[src/rtl/reversi_pkg.sv]
// Shared definitions for the Reversi move scanner.
//   - cell encoding constants (2'b0x is empty, 2'b10 white, 2'b11 black)
//   - direction enum and the dx/dy step lookups
//   - cell_at(): extracts one 2-bit cell from the 128-bit board vector
//   - FSM state type and state constants
package reversi_pkg;

  localparam logic [1:0] CELL_EMPTY = 2'b00;
  localparam logic [1:0] CELL_WHITE = 2'b10;
  localparam logic [1:0] CELL_BLACK = 2'b11;

  typedef enum logic [2:0] {
    DIR_UP    = 3'd0,
    DIR_DOWN  = 3'd1,
    DIR_LEFT  = 3'd2,
    DIR_RIGHT = 3'd3,
    DIR_LT    = 3'd4,
    DIR_LB    = 3'd5,
    DIR_RT    = 3'd6,
    DIR_RB    = 3'd7
  } dir_e;

  typedef logic [1:0] state_t;
  localparam state_t ST_IDLE   = 2'd0;
  localparam state_t ST_ORIGIN = 2'd1;
  localparam state_t ST_WALK   = 2'd2;
  localparam state_t ST_DONE   = 2'd3;

  function automatic logic signed [3:0] dx(input logic [2:0] d);
    case (d)
      DIR_LEFT, DIR_LT, DIR_LB:  dx = -4'sd1;
      DIR_RIGHT, DIR_RT, DIR_RB: dx = 4'sd1;
      default:                   dx = 4'sd0;
    endcase
  endfunction

  function automatic logic signed [3:0] dy(input logic [2:0] d);
    case (d)
      DIR_UP, DIR_LT, DIR_RT:   dy = -4'sd1;
      DIR_DOWN, DIR_LB, DIR_RB: dy = 4'sd1;
      default:                  dy = 4'sd0;
    endcase
  endfunction

  // Cell (cx, cy) sits at bit offset 2*(8*cx+cy) = {cx, cy, 1'b0}.
  function automatic logic [1:0] cell_at(input logic [127:0] b,
                                         input logic [2:0]   cx,
                                         input logic [2:0]   cy);
    cell_at = b[{cx, cy, 1'b0} +: 2];
  endfunction

endpackage

[src/rtl/dir_stepper.sv]
// Combinational one-cell step of the scan cursor.
// Ports:
//   cur_x_i, cur_y_i  signed 4-bit cursor (always on-board when used)
//   dir_i             direction index 0..7
//   nxt_x_o, nxt_y_o  cursor moved one cell along dir_i
//   off_o             moved cursor lies outside the 8x8 board
module dir_stepper
  import reversi_pkg::*;
(
  input  logic signed [3:0] cur_x_i,
  input  logic signed [3:0] cur_y_i,
  input  logic [2:0]        dir_i,
  output logic signed [3:0] nxt_x_o,
  output logic signed [3:0] nxt_y_o,
  output logic              off_o
);

  assign nxt_x_o = cur_x_i + dx(dir_i);
  assign nxt_y_o = cur_y_i + dy(dir_i);

  // Inputs are in 0..7, so results are in -1..8; 8 wraps to -8 in 4-bit
  // signed, which makes the sign bit a complete off-board test.
  assign off_o = nxt_x_o[3] | nxt_y_o[3];

endmodule

[src/rtl/move_scan_ctrl.sv]
// Reversi legal-move scanner. Snapshots the board on an accepted start,
// walks the eight directions from the origin one cell per cycle and reports
// which directions capture, whether the move is legal and (optionally) the
// 64-cell flip mask.
// Ports:
//   clk           rising-edge clock
//   resetn        synchronous reset, ACTIVE-HIGH despite its name
//   start         scan request, accepted only while idle
//   x, y          origin column / row
//   player_black  1 = black to move
//   board         128-bit board, cell (cx,cy) at bits [2*(8*cx+cy) +: 2]
//   busy          scan in progress (ORIGIN, WALK, DONE)
//   done          one-cycle pulse, results final
//   legal         OR of dir_mask
//   dir_mask      bit d = direction d captures
//   flip_mask     bit 8*cx+cy = disc to flip
// Build option: define MOVE_SCAN_FLIP_EN to build the flip-mask logic;
// without it flip_mask is tied to 0 and timing is unchanged.
module move_scan_ctrl
  import reversi_pkg::*;
#(
  parameter int BOARD_W   = 8,
  parameter int CELL_BITS = 2
)
(
  input  logic                                 clk,
  input  logic                                 resetn,
  input  logic                                 start,
  input  logic [2:0]                           x,
  input  logic [2:0]                           y,
  input  logic                                 player_black,
  input  logic [BOARD_W*BOARD_W*CELL_BITS-1:0] board,
  output logic                                 busy,
  output logic                                 done,
  output logic                                 legal,
  output logic [7:0]                           dir_mask,
  output logic [BOARD_W*BOARD_W-1:0]           flip_mask
);

  state_t                              state_q, state_d;
  logic [BOARD_W*BOARD_W*CELL_BITS-1:0] board_q;
  logic [2:0]                          org_x_q, org_y_q;
  logic                                pb_q;
  logic [2:0]                          dir_q, dir_d;
  logic signed [3:0]                   cur_x_q, cur_x_d, cur_y_q, cur_y_d;
  logic                                off_q, off_d;
  logic [2:0]                          run_q, run_d;
  logic [7:0]                          dir_mask_q, dir_mask_d;

  logic [1:0]        cur_cell, org_cell;
  logic              is_opp, is_own;
  logic              accept;
  logic              step_cont;
  logic signed [3:0] st_x, st_y, nxt_x, nxt_y;
  logic [2:0]        st_dir;
  logic              nxt_off;

  assign accept   = (state_q == ST_IDLE) && start;
  assign cur_cell = cell_at(board_q, cur_x_q[2:0], cur_y_q[2:0]);
  assign org_cell = cell_at(board_q, org_x_q, org_y_q);
  assign is_opp   = !off_q && (cur_cell == (pb_q ? CELL_WHITE : CELL_BLACK));
  assign is_own   = !off_q && (cur_cell == (pb_q ? CELL_BLACK : CELL_WHITE));

  // Single stepper: advance the cursor while a run of opponent discs
  // continues, otherwise start the next direction from the origin.
  assign step_cont = (state_q == ST_WALK) && is_opp;
  assign st_x      = step_cont ? cur_x_q : $signed({1'b0, org_x_q});
  assign st_y      = step_cont ? cur_y_q : $signed({1'b0, org_y_q});
  assign st_dir    = (state_q != ST_WALK) ? 3'd0 :
                     (is_opp ? dir_q : dir_q + 3'd1);

  dir_stepper u_step (
    .cur_x_i (st_x),
    .cur_y_i (st_y),
    .dir_i   (st_dir),
    .nxt_x_o (nxt_x),
    .nxt_y_o (nxt_y),
    .off_o   (nxt_off)
  );

`ifdef MOVE_SCAN_FLIP_EN
  logic [63:0] pend_q, pend_d;
  logic [63:0] flip_q, flip_d;
  logic [5:0]  cur_idx;
  assign cur_idx = {cur_x_q[2:0], cur_y_q[2:0]};
`endif

  always_comb begin
    state_d    = state_q;
    dir_d      = dir_q;
    cur_x_d    = cur_x_q;
    cur_y_d    = cur_y_q;
    off_d      = off_q;
    run_d      = run_q;
    dir_mask_d = dir_mask_q;
`ifdef MOVE_SCAN_FLIP_EN
    pend_d     = pend_q;
    flip_d     = flip_q;
`endif
    case (state_q)
      ST_IDLE: begin
        if (start) begin
          state_d    = ST_ORIGIN;
          dir_mask_d = '0;
`ifdef MOVE_SCAN_FLIP_EN
          flip_d     = '0;
`endif
        end
      end
      ST_ORIGIN: begin
        if (org_cell[1]) begin
          state_d = ST_DONE;
        end else begin
          state_d = ST_WALK;
          dir_d   = 3'd0;
          cur_x_d = nxt_x;
          cur_y_d = nxt_y;
          off_d   = nxt_off;
          run_d   = 3'd0;
`ifdef MOVE_SCAN_FLIP_EN
          pend_d  = '0;
`endif
        end
      end
      ST_WALK: begin
        if (is_opp) begin
          run_d   = (run_q == 3'd6) ? 3'd6 : run_q + 3'd1;
          cur_x_d = nxt_x;
          cur_y_d = nxt_y;
          off_d   = nxt_off;
`ifdef MOVE_SCAN_FLIP_EN
          pend_d[cur_idx] = 1'b1;
`endif
        end else begin
          // Off-board, empty or own disc ends this direction.
          if (is_own && (run_q != 3'd0)) begin
            dir_mask_d[dir_q] = 1'b1;
`ifdef MOVE_SCAN_FLIP_EN
            flip_d = flip_q | pend_q;
`endif
          end
          if (dir_q == 3'd7) begin
            state_d = ST_DONE;
          end else begin
            dir_d   = dir_q + 3'd1;
            cur_x_d = nxt_x;
            cur_y_d = nxt_y;
            off_d   = nxt_off;
            run_d   = 3'd0;
`ifdef MOVE_SCAN_FLIP_EN
            pend_d  = '0;
`endif
          end
        end
      end
      ST_DONE: state_d = ST_IDLE;
      default: state_d = ST_IDLE;
    endcase
  end

  always_ff @(posedge clk) begin
    if (resetn) begin
      state_q    <= ST_IDLE;
      dir_q      <= 3'd0;
      dir_mask_q <= '0;
`ifdef MOVE_SCAN_FLIP_EN
      flip_q     <= '0;
`endif
    end else begin
      state_q    <= state_d;
      dir_q      <= dir_d;
      dir_mask_q <= dir_mask_d;
`ifdef MOVE_SCAN_FLIP_EN
      flip_q     <= flip_d;
`endif
    end
  end

  always_ff @(posedge clk) begin
    if (accept) begin
      board_q <= board;
      org_x_q <= x;
      org_y_q <= y;
      pb_q    <= player_black;
    end
    cur_x_q <= cur_x_d;
    cur_y_q <= cur_y_d;
    off_q   <= off_d;
    run_q   <= run_d;
`ifdef MOVE_SCAN_FLIP_EN
    pend_q  <= pend_d;
`endif
  end

  assign busy     = (state_q != ST_IDLE);
  assign done     = (state_q == ST_DONE);
  // An occupied origin skips the walk, so the mask is already zero there.
  assign legal    = |dir_mask_q;
  assign dir_mask = dir_mask_q;
`ifdef MOVE_SCAN_FLIP_EN
  assign flip_mask = flip_q;
`else
  assign flip_mask = '0;
`endif

endmodule

[config.mk]
export PLATFORM = sky130hd
export DESIGN_NAME = move_scan_ctrl
export DESIGN_NICKNAME = d
export VERILOG_FILES = /design/src/rtl/reversi_pkg.sv /design/src/rtl/dir_stepper.sv /design/src/rtl/move_scan_ctrl.sv
export SDC_FILE = /design/constraint.sdc
export NUM_CORES = 1
export LEC_CHECK = 0
export BUFFER_PORTS_ARGS = -buffer_cell sky130_fd_sc_hd__buf_2
export CAP_MARGIN = 20
export CORE_ASPECT_RATIO = 0.8
export CORE_UTILIZATION = 39
export CTS_BUF_LIST = sky130_fd_sc_hd__clkbuf_16
export DETAILED_ROUTE_END_ITERATION = 6
export REMOVE_ABC_BUFFERS = 1
export SLEW_MARGIN = 5
export SYNTH_ARGS = -nofsm -noshare
export SYNTH_HDL_FRONTEND = slang
export SYNTH_SLANG_ARGS = --single-unit
[constraint.sdc]
create_clock -name clk -period 7.7 [get_ports clk]
set_input_delay 1.54 -clock clk [delete_from_list [all_inputs] [get_ports clk]]
set_output_delay 1.54 -clock clk [all_outputs]
set_load 0.005 [all_outputs]
## After elaboration in Yosys (flattened, before gate mapping)

Cells that the tools add are included.

| word-level totals | value |
|---|---|
| register bits after elaboration | 160 |
| input port bits | 138 |
| output and inout bits | 75 |
| word-level logic and storage cells | 104 |

| cells by class | value |
|---|---|
| $add $sub $neg | 4 |
| $lt $le $gt $ge | 2 |
| eq/ne operators | 22 |
| shifts and indexed selects | 2 |
| muxes and demuxes | 39 |
| bitwise logic cells | 2 |
| reduce and logical (&&, ||, !) cells | 22 |

Operators with widths:

| operator | count |
|---|---|
| $shiftx A128 B8 Y2 | 2 |
| $mux W4 | 8 |
| $pmux W4 S2 | 4 |
| $mux W3 | 8 |
| $mux W8 | 3 |
| $eq A3 B3 Y1 const B | 6 |
| $pmux W8 S2 | 1 |
| $pmux W3 S2 | 2 |
| $reduce_or A3 Y1 | 4 |
| $ne A2 B2 Y1 const B | 5 |
| $add A4 B4 Y4 | 2 |
| $or A8 B8 Y8 | 1 |
| $pmux W2 S4 | 1 |
| $reduce_and A4 Y1 | 2 |
| $reduce_or A8 Y1 | 1 |
| $mux W1 | 7 |
| $add A3 B1 Y3 const B | 2 |
| $eq A3 B2 Y1 const B | 2 |
| $logic_and A1 B1 Y1 | 6 |
| $mux W2 | 3 |
| $reduce_and A3 Y1 | 2 |
| $reduce_bool A2 Y1 | 3 |
| $eq A2 B2 Y1 | 2 |
| $eq A2 B2 Y1 const B | 2 |
| 13 further kinds | 14 |

## Longest topological paths before layout

| depth | value |
|---|---|
| depth after elaboration | 13 |
| gate-level depth with buffers | 16 |

## Hierarchy

A second synthesis with hierarchy kept.

| unflattened totals | value |
|---|---|
| cell total of the unflattened synthesis | 522 |
| area total of the unflattened synthesis | 7871.3 um2 |

By module, submodules not included:

| module | instances | cells an instance | area each (um2) |
|---|---|---|---|
| move_scan_ctrl | 1 | 488 | 7584.8 |
| dir_stepper | 1 | 34 | 286.5 |

## Worst setup path after synthesis

No wires, ideal clock.

| timing path | value |
|---|---|
| kind | input to register |
| start point | input port start |
| end point | register dir_mask_q[0] (netlist: dir_mask[0]) |
| arrival time | 5.841 ns |
| setup slack | 1.738 ns |
| stages on the path | 3 |
| path buffers | 0 |
| cell sequence | and2_1 > a21oi_1 > a32o_1 |

| on the way | value |
|---|---|
| longest elaborated chain between the ends | 2 |

RTL lines:

| what | RTL line | text |
|---|---|---|
| from (decl) | move_scan_ctrl.sv:28 | `input logic start,` |
| $ne A2 B2 Y1 (no source line) | -- |  |
| $reduce_and A4 Y1 (no source line) | -- |  |
| to (signal assigned) | move_scan_ctrl.sv:172 | `dir_mask_q <= dir_mask_d;` |
| to (decl) | move_scan_ctrl.sv:48 | `logic [7:0] dir_mask_q, dir_mask_d;` |

Every way passes these cells.
A chain may end at the register's enable or synchronous reset.

## Final worst setup path

| timing path | value |
|---|---|
| start point | register cur_y_q[0] |
| end point | register off_q (data pin) |

| on the way | value |
|---|---|
| longest elaborated chain between the ends | 13 |
| elaborated cells between the ends (all ways) | 29 |
| those cells by class | 2 x add/sub; 8 x eq/ne; 1 x shift; 10 x mux; 1 x bitwise; 7 x reduce/logical |

RTL lines:

| what | RTL line | text |
|---|---|---|
| from (decl) | move_scan_ctrl.sv:45 | `logic signed [3:0] cur_x_q, cur_x_d, cur_y_q, cur_y_d;` |
| from (signal assigned) | move_scan_ctrl.sv:187 | `cur_y_q <= cur_y_d;` |
| $shiftx A128 B8 Y2 | reversi_pkg.sv:49 | `cell_at = b[{cx, cy, 1'b0} +: 2];` |
| $eq A2 B2 Y1 | move_scan_ctrl.sv:61 | `assign is_opp = !off_q && (cur_cell == (pb_q ? CELL_WHITE : CELL_BLACK));` |
| $logic_and A1 B1 Y1 | move_scan_ctrl.sv:61 |  |
| $mux W3 | move_scan_ctrl.sv:70 | `(is_opp ? dir_q : dir_q + 3'd1);` |
| $mux W3 | move_scan_ctrl.sv:69 | `assign st_dir = (state_q != ST_WALK) ? 3'd0 :` |
| $eq A3 B2 Y1, or another cell as far along | reversi_pkg.sv:30 | `case (d)` |
| $reduce_or A3 Y1 (on tied branches) | reversi_pkg.sv:30, reversi_pkg.sv:38 |  |
| $pmux W4 S2 (on tied branches) | reversi_pkg.sv:30, reversi_pkg.sv:38 |  |
| $add A4 B4 Y4 (on tied branches) | dir_stepper.sv:18, dir_stepper.sv:19 |  |
| $or A1 B1 Y1 (*) | dir_stepper.sv:23 | `assign off_o = nxt_x_o[3] \| nxt_y_o[3];` |
| named net nxt_off | move_scan_ctrl.sv:56 | `logic nxt_off;` |
| $mux W1 | move_scan_ctrl.sv:142 | `if (dir_q == 3'd7) begin` |
| $mux W1 | move_scan_ctrl.sv:126 | `if (is_opp) begin` |
| $pmux W1 S2 (*) | move_scan_ctrl.sv:100 | `case (state_q)` |
| to (signal assigned) | move_scan_ctrl.sv:188 | `off_q <= off_d;` |
| to (decl) | move_scan_ctrl.sv:46 | `logic off_q, off_d;` |

Mark *: on every way through the listed nets, which the timed path passes. The rest lies on a longest branch. The select of a mux whose other input is x is not followed.

==> results.sh <==
export IMPL_synth_edf_count=147
export IMPL_htreeDepth=4
export IMPL_dieWidth_um=160
export IMPL_p_int_uw=2230
export IMPL_postSynth_asyncResetShare_pct=0
export IMPL_status="finished clean"
export IMPL_dr_total_vias=4555
export IMPL_grt_usage_pct=16.9
export IMPL_relSlewSlack_pct=38.7
export IMPL_postRouteAntennaNets=0
export IMPL_setup_violations=0
export IMPL_cts_resized=0
export IMPL_yosys_area_top_type="edfxtp_1"
export IMPL_netlist_top_cells_area="edfxtp_1 (57%), mux4_2 (15%), buf_4 (6.5%), dfxtp_1 (3.4%), ha_1 (2.4%)"
export IMPL_syn_area_per_cell_um2=16.3
export IMPL_port_buffer_count=148
export IMPL_synth_cell_types=53
export IMPL_start_util_pct=40.3
export IMPL_r2r_slack_ns=2.33
export IMPL_p_sw_share_pct=33.7
export IMPL_max_cap_viol_count=0
export IMPL_place_area_um2=8570
export IMPL_min_to="dir_mask[6]"
export IMPL_postCtsSetupBuffers=0
export IMPL_hold_viol_final=0
export IMPL_pwr_share_seq_pct=41.9
export IMPL_worstMarginPinSlew_ns=0.919
export IMPL_powerDensity_nw_per_um2=370
export IMPL_cellLeakagePower_uw=0.00361
export IMPL_switching_power_uw=1140
export IMPL_hpwl_mm=11.8
export IMPL_rsz0062_at_grt="no"
export IMPL_via_per_inst=5.03
export IMPL_clk_path_buf_depth=2
export IMPL_yosysWarnings=0
export IMPL_peakVddDrop_uv=147
export IMPL_crit_fanout=31
export IMPL_comb_power_share_pct=35.1
export IMPL_numCtsBuffers=17
export IMPL_seq_area_frac_synth_pct=60.2
export IMPL_syn_inst=477
export IMPL_grt_pass1_vias=4683
export IMPL_clk_latency_ns=0.43
export IMPL_area_delta_synth_final_pct=17.3
export IMPL_critPathRequiredTime_ns=7.85
export IMPL_root_buffer="clkbuf_16"
export IMPL_die_area_um2=20500
export IMPL_drt_initial_drc_count=341
export IMPL_io_pins=213
export IMPL_holdPathStages=1
export IMPL_cts_tree="yes"
export IMPL_skew_ns=0.0113
export IMPL_r2r_start="cur_y_q[0]"
export IMPL_antenna_found_initial=2
export IMPL_ys_ff_latch=160
export IMPL_synthTopCellsByCount="edfxtp_1 (147), buf_4 (67), mux4_2 (51), nand2_1 (18)"
export IMPL_hp_start="dir_mask[6]"
export IMPL_clk_pin_slew_ns=0.06
export IMPL_synth_top_area_share_pct=56.8
export IMPL_worst_r2r_path_depth=14
export IMPL_syn_area_um2=7770
export IMPL_core_area_um2=19300
export IMPL_final_nets=787
export IMPL_wl_mm=16.4
export IMPL_drc=0
export IMPL_holdWs_ns=0.491
export IMPL_synth_most_common_cell="edfxtp_1"
export IMPL_worstSetupStartpointType="flip-flop"
export IMPL_grt_max_degree=73
export IMPL_hp_class="flip-flop to flip-flop"
export IMPL_drive_gt1_share_pct=38.0
export IMPL_critPathKind="flip-flop to flip-flop"
export IMPL_drv_slew=0
export IMPL_tns_ns=0
export IMPL_post_drt_wl_per_cell_um=18.1
export IMPL_fmax_mhz=186
export IMPL_final_cell_area_um2=9110
export IMPL_worstSetupEndpointType="flip-flop"
export IMPL_rr_endpoint="off_q"
export IMPL_cts_hold_buf=0
export IMPL_first_pass_iters=4
export IMPL_floorplan_rows=45
export IMPL_grt_ovfl_total=0
export IMPL_fin_crit_sh_pct=69.7
export IMPL_place_congestion=0.861
export IMPL_die_h_um=128
export IMPL_grt_pass1_wl_mm=25.5
export IMPL_pwr_share_clk_pct=23.0
export IMPL_synth_ff_type="edfxtp_1"
export IMPL_clock_sinks=160
export IMPL_cp_arrival_ns=5.51
export IMPL_period_needed_ns=5.37
## power by group through the flow
| stage | registers [uW] | logic, uW | clock network [uW] |
|---|---|---|---|
| global placement | 1440 | 1140 | 0 |
| finish | 1410 | 1180 | 773 |
| global route | 1450 | 1290 | 822 |
| detailed placement | 1430 | 1180 | 0 |
| floorplan | 1460 | 812 | 0 |
| CTS | 1420 | 1190 | 789 |
## per-layer routing
layer  track usage [%]  part of all wire, %  vias to the layer above
met1              22.6                   44                     2258
li1                  -                    -                     2065
met5                 0                    0                        -
met4              6.50                  1.3                        0
met3              4.59                  7.2                       15
met2              26.4                   47                      217
## state kept, by name, summed over array words and instances (netlist names)
register,flops
dir_mask,8
dir_q,3
cur_x_q,4
pb_q,1
off_q,1
cur_y_q,4
org_y_q,3
run_q,3
board_q,128
state_q,2
org_x_q,3
## worst max-delay path: stages, from the launching register on
cell	delay [ns]
edfxtp_1	0.75
buf_4	0.59
mux4_2	0.59
mux4_2	0.48
mux2i_1	0.31
mux2i_1	0.16
or3_4	0.41
nor2_8	0.19
nor2_1	0.07
a211oi_1	0.49
ha_1	0.34
a21o_1	0.19
a21oi_1	0.18
and3_1	0.20
o211ai_1	0.12
## stage by stage
stage          util, %  setup slack [ns]  power, uW  std cells
6_report          47.3              2.33       3370        905
5_1_grt           47.3              1.97       3560        904
4_1_cts           47.3              2.26       3400        902
3_5_place_dp      44.5              2.29       2610        871
3_3_place_gp      44.4              2.48       2570        870
2_1_floorplan        -              1.74       2270        460
## cells in the final DEF (no fill, tap or decap), types with 10 or more instances in the layout
master / instances
buf_2: 148
edfxtp_1: 147
conb_1: 64
mux4_2: 51
nand2_1: 18
inv_1: 17
clkbuf_16: 17
nor2_1: 15
ha_1: 15
mux2i_1: 13
dfxtp_1: 13
nand2b_1: 12
a21oi_1: 10
## how the worst max path moves through the flow
stage                     startpoint  slack [ns]  cells past startpoint           to
after floorplan                start        1.74                      3  dir_mask[0]
after global placement    cur_y_q[0]        2.48                     14        off_q
after detailed placement  cur_y_q[0]        2.29                     14        off_q
after CTS                 cur_y_q[0]        2.26                     14        off_q
after global routing      cur_y_q[0]        1.97                     14        off_q
final                     cur_y_q[0]        2.33                     14        off_q
## kinds of logic (layout without fill, tap and decap cells)
family,count (synthesis),after routing,synth area share (%)
AO/OA/AOI/OAI,54,54,5.30
XOR/XNOR,4,4,0.451
adder cells (fa/ha/maj),17,17,2.93
buffers and inverters,93,197,7.80
flip-flops,160,160,60.2
multiplexers,72,72,17.9
other,1,67,0.0483
AND/OR/NAND/NOR,76,76,5.38
## final cells by class
cell class | instances | area, um^2
Inverter | 13 | 48.8
Timing Repair Buffer | 153 | 798
Multi-Input combinational cell | 287 | 2730
Clock buffer | 17 | 425
Clock inverter | 14 | 104
Tap cell | 258 | 323
Sequential cell | 160 | 4670
Antenna cell | 3 | 7.51
Fill cell | 1694 | 10100
(Power assumes the default switching activity.)
